--- config.mk ---
export PLATFORM = sky130hd
export DESIGN_NAME = sat_counter
export DESIGN_NICKNAME = d
export VERILOG_FILES = /design/src/rtl/count_chk_pkg.sv /design/src/rtl/sat_counter.sv
export SDC_FILE = /design/constraint.sdc
export NUM_CORES = 1
export LEC_CHECK = 0
export CELL_PAD_IN_SITES_DETAIL_PLACEMENT = 0
export CELL_PAD_IN_SITES_GLOBAL_PLACEMENT = 1
export CORE_ASPECT_RATIO = 1.4
export CORE_MARGIN = 2
export CORE_UTILIZATION = 40
export DETAILED_ROUTE_END_ITERATION = 8
export PLACE_DENSITY_LB_ADDON = 0.15
export SLEW_MARGIN = 20
export SYNTH_ARGS = -nofsm -noshare
export SYNTH_HDL_FRONTEND = slang
export SYNTH_SLANG_ARGS = --single-unit
--- constraint.sdc ---
create_clock -name clk -period 3.41 [get_ports clk]
set_clock_uncertainty 0.2 [all_clocks]
set_input_delay 0.682 -clock clk [delete_from_list [all_inputs] [get_ports clk]]
set_output_delay 0.682 -clock clk [all_outputs]
set_load 0.02 [all_outputs]
--- src/rtl/count_chk_pkg.sv ---
// Shared types and constants for the count checker: FSM state encoding and
// the width/limit of the statistics counters.
package count_chk_pkg;

    typedef enum logic [1:0] {
        IDLE = 2'd0,
        SYNC = 2'd1,
        LOCK = 2'd2
    } chk_state_e;

    localparam int          STAT_W   = 16;
    localparam logic [15:0] STAT_MAX = 16'hFFFF;

endpackage : count_chk_pkg

--- src/rtl/sat_counter.sv ---
// Saturating up-counter used for the checker statistics. Clear has priority
// over increment; the count sticks at all-ones instead of wrapping.
module sat_counter
    import count_chk_pkg::*;
#(
    parameter int W = STAT_W
) (
    input  logic         clk,
    input  logic         rst_n,
    input  logic         inc,
    input  logic         clr,
    output logic [W-1:0] cnt
);

    localparam logic [W-1:0] CNT_MAX  = {W{1'b1}};
    localparam logic [W-1:0] CNT_ZERO = {W{1'b0}};
    localparam logic [W-1:0] CNT_ONE  = W'(1);

    logic [W-1:0] cnt_q;
    logic [W-1:0] cnt_d;

    // Next count: clear wins, otherwise increment unless already saturated.
    always_comb begin
        cnt_d = cnt_q;
        if (clr) begin
            cnt_d = CNT_ZERO;
        end else if (inc && (cnt_q != CNT_MAX)) begin
            cnt_d = cnt_q + CNT_ONE;
        end else begin
            cnt_d = cnt_q;
        end
    end

    // Count register with asynchronous reset.
    always_ff @(posedge clk or negedge rst_n) begin
        if (!rst_n) begin
            cnt_q <= CNT_ZERO;
        end else begin
            cnt_q <= cnt_d;
        end
    end

    assign cnt = cnt_q;

endmodule : sat_counter

==> flow_summary.toml <==
[run_status]
status = "finished, final reports clean"

[clock_tree]
clk_pin_slew_ns = 0.10
ctsResizeCount = 0
clk_latency_ns = 0.28
cts.path.max_buffers = 2
ctsHoldBuffers = 0
cts.sinks = 16
cts_tree = "done"
cts_made_buffers = 3
cts_setup_buffers = 0
htree_levels = 1
cts_root_buf = "clkbuf_4"

[yosys]
synthArstFlopShare_pct = 100
syn_area_um2 = 942
synth-seq-cells = 16
yosysWarnings = 0
synth-main-ff-cell = "dfrtp_1"
netlist_instances = 98
yosysSeqAreaShare_pct = 42.5
ys_types = 28
syn_avg_cell_area_um2 = 9.61
synth_edf_count = 0
synth_nets = 103

[grt]
grt_usage_pct = 18.0
grt_max_degree = 23
grt_pass1_wl_um = 3810
antenna_found_initial = 0
grt_pass1_vias = 861
grt-ovfl-total = 0

[sta]
hold_viol_final = 0
tns_ns = 0
slew_violations = 0
worst_slew_pin_slew_ns = 0.764
fmaxAchievable_ghz = 0.421
maxSlewHeadroom_pct = 48.9
finalSetupViolCount = 0
min_period_over_period_pct = 69.6
fin_crit_ns = 2.37
rsz0062_at_grt = "false"

[critical_path]
crit_end = "cnt[3]$_DFFE_PN0P_"
reg2reg_depth = 6
cp.depth = 4
worst_path_dominant_cell_family = "buffers and inverters"
crit_arrival_ns = 2.37
timing.rr.start = "cnt[0]$_DFFE_PN0P_"
cp_slowest_stage_delay_ns = 0.71
reg2reg_setup_slack_ns = 1.22
critPathMaxFanout = 22
worst_path_max_delay_cell = "or4_2"
r2r-end = "cnt[3]$_DFFE_PN0P_"
cp-end-kind = "flop"
startpoint = "inc"
worst-path-buf-inv = 2
path_cells = "clkdlybuf4s50_1 > inv_1 > or4_2 > a21oi_1"
cp.required_ns = 3.41
setup.worst_path.start_class = "primary input"
worstSetupPathType = "primary input to flop"

[cells_and_area]
fillers = 220
largest_register_ffs = 16
mostFrequentLayoutCell = "clkdlybuf4s50_1"
fin_nets = 123
drive_above_1_share_pct = 12.0
layout_common_cells = "clkdlybuf4s50_1 (19), dfrtp_1 (16), a21oi_1 (11), o31ai_1 (7)"
regArea_um2 = 400
stdcell_area_um2 = 1180
area_growth_pct = 25.0
fin_util_pct = 53.5
multi_input_area_um2 = 504
antenna_cells = 0

[floorplanning]
num_rows = 20
die_area_um2 = 2770
die_w_um = 45.0
io-pin-count = 20
die_h_um = 61.4
initial_utilization_pct = 42.8
core_um2 = 2200

[pwr]
leakage_nw = 0.464
ir_drop_uv = 184
power_density_nw_per_um2 = 293

[route]
first_iter_violations = 19
viasPerCell = 6.37
drtAntennaViolNets = 0
firstDrtPassIters = 4
wl_per_cell_um = 15.7
num_vias = 886
wirelength_um = 2180
drc = 0

[place]
io_buffers = 19
dpl_cell_area_um2 = 1140
dp_hpwl_um = 1530
gp_congestion = 0.747

[run]
maxCapViolCount = 0

[hold_path]
min_path_type = "flop to flop"
whs_path_depth = 2
==> cells in the mapped netlist, types with 2 or more instances <==
| master | count | area [um^2] |
|---|---|---|
| nor4_1 | 4 | 25.0 |
| o31ai_1 | 7 | 52.6 |
| and4_2 | 2 | 20.0 |
| or4_2 | 2 | 17.5 |
| inv_1 | 3 | 11.3 |
| or3_1 | 2 | 12.5 |
| and3_1 | 2 | 12.5 |
| a21oi_1 | 11 | 55.1 |
| nand3_1 | 3 | 15.0 |
| dfrtp_1 | 16 | 400 |
| nand4_1 | 6 | 37.5 |
| mux2_1 | 4 | 45.0 |
| nor2_1 | 4 | 15.0 |
| clkbuf_1 | 4 | 15.0 |
| nor2b_1 | 4 | 25.0 |
| o21ai_1 | 3 | 15.0 |
| nand2_1 | 6 | 22.5 |
| or4_1 | 5 | 37.5 |
==> kinds of logic (layout without fill, tap and decap cells) <==
group,Yosys count,after routing,share of synthesized area [%]
compound gates,24,24,16.2
fa+ha+maj,1,1,1.33
buf+inv,8,27,3.98
flops,16,16,42.5
mux,4,4,4.78
simple gates,45,45,31.2
==> worst min-delay path, stage by stage, from the launching register on <==
cell and delay, ns:
dfrtp_1 0.44, o31ai_1 0.09, a21oi_1 0.06
==> final cells by class <==
type                    instances  share of cell area (%)
clock buffers                   4                    3.08
inverters                       3                   0.956
multi-input cells              74                    42.8
flip-flops and latches         16                    34.0
well taps                      22                    2.34
repair buffers                 20                    16.8
==> routing by layer <==
| metal | GRT usage (%) | part of all wire [%] | up-vias |
|---|---|---|---|
| met5 | 0 | 0 | - |
| met3 | 2.05 | 4.0 | 2 |
| met1 | 22.5 | 43 | 440 |
| li1 | - | - | 423 |
| met2 | 32.9 | 52 | 21 |
| met4 | 3.78 | 0.41 | 0 |
==> per-stage QoR <==
| step | worst slack, ns | power [mW] | hold slack (ns) | std cells |
|---|---|---|---|---|
| 2_1_floorplan | 1.33 | 0.210 | 0.186 | 98 |
| 3_3_place_gp | 0.815 | 0.223 | 0.392 | 135 |
| 3_5_place_dp | 0.725 | 0.224 | 0.400 | 135 |
| 4_1_cts | 1.04 | 0.351 | 0.414 | 139 |
| 5_1_grt | 0.927 | 0.362 | 0.440 | 139 |
| 6_report | 1.04 | 0.345 | 0.414 | 139 |
==> power breakdown <==
group          leakage (nW)  internal, mW  switching (mW)
Clock                0.0210        0.0649          0.0602
Sequential            0.222         0.191         0.00274
Combinational         0.221       0.00898          0.0167
Total                 0.464         0.265          0.0796
==> worst min path at each step <==
stage / from / to / slack, ns
global placement: cnt[10]$_DFFE_PN0P_ / cnt[10]$_DFFE_PN0P_ / 0.39
CTS: cnt[14]$_DFFE_PN0P_ / cnt[14]$_DFFE_PN0P_ / 0.41
floorplan: rst_n / cnt[0]$_DFFE_PN0P_ / 0.19
global route: cnt[6]$_DFFE_PN0P_ / cnt[6]$_DFFE_PN0P_ / 0.44
finish: cnt[10]$_DFFE_PN0P_ / cnt[10]$_DFFE_PN0P_ / 0.41
detailed placement: cnt[10]$_DFFE_PN0P_ / cnt[10]$_DFFE_PN0P_ / 0.40
Power figures use the tool's default switching activity.
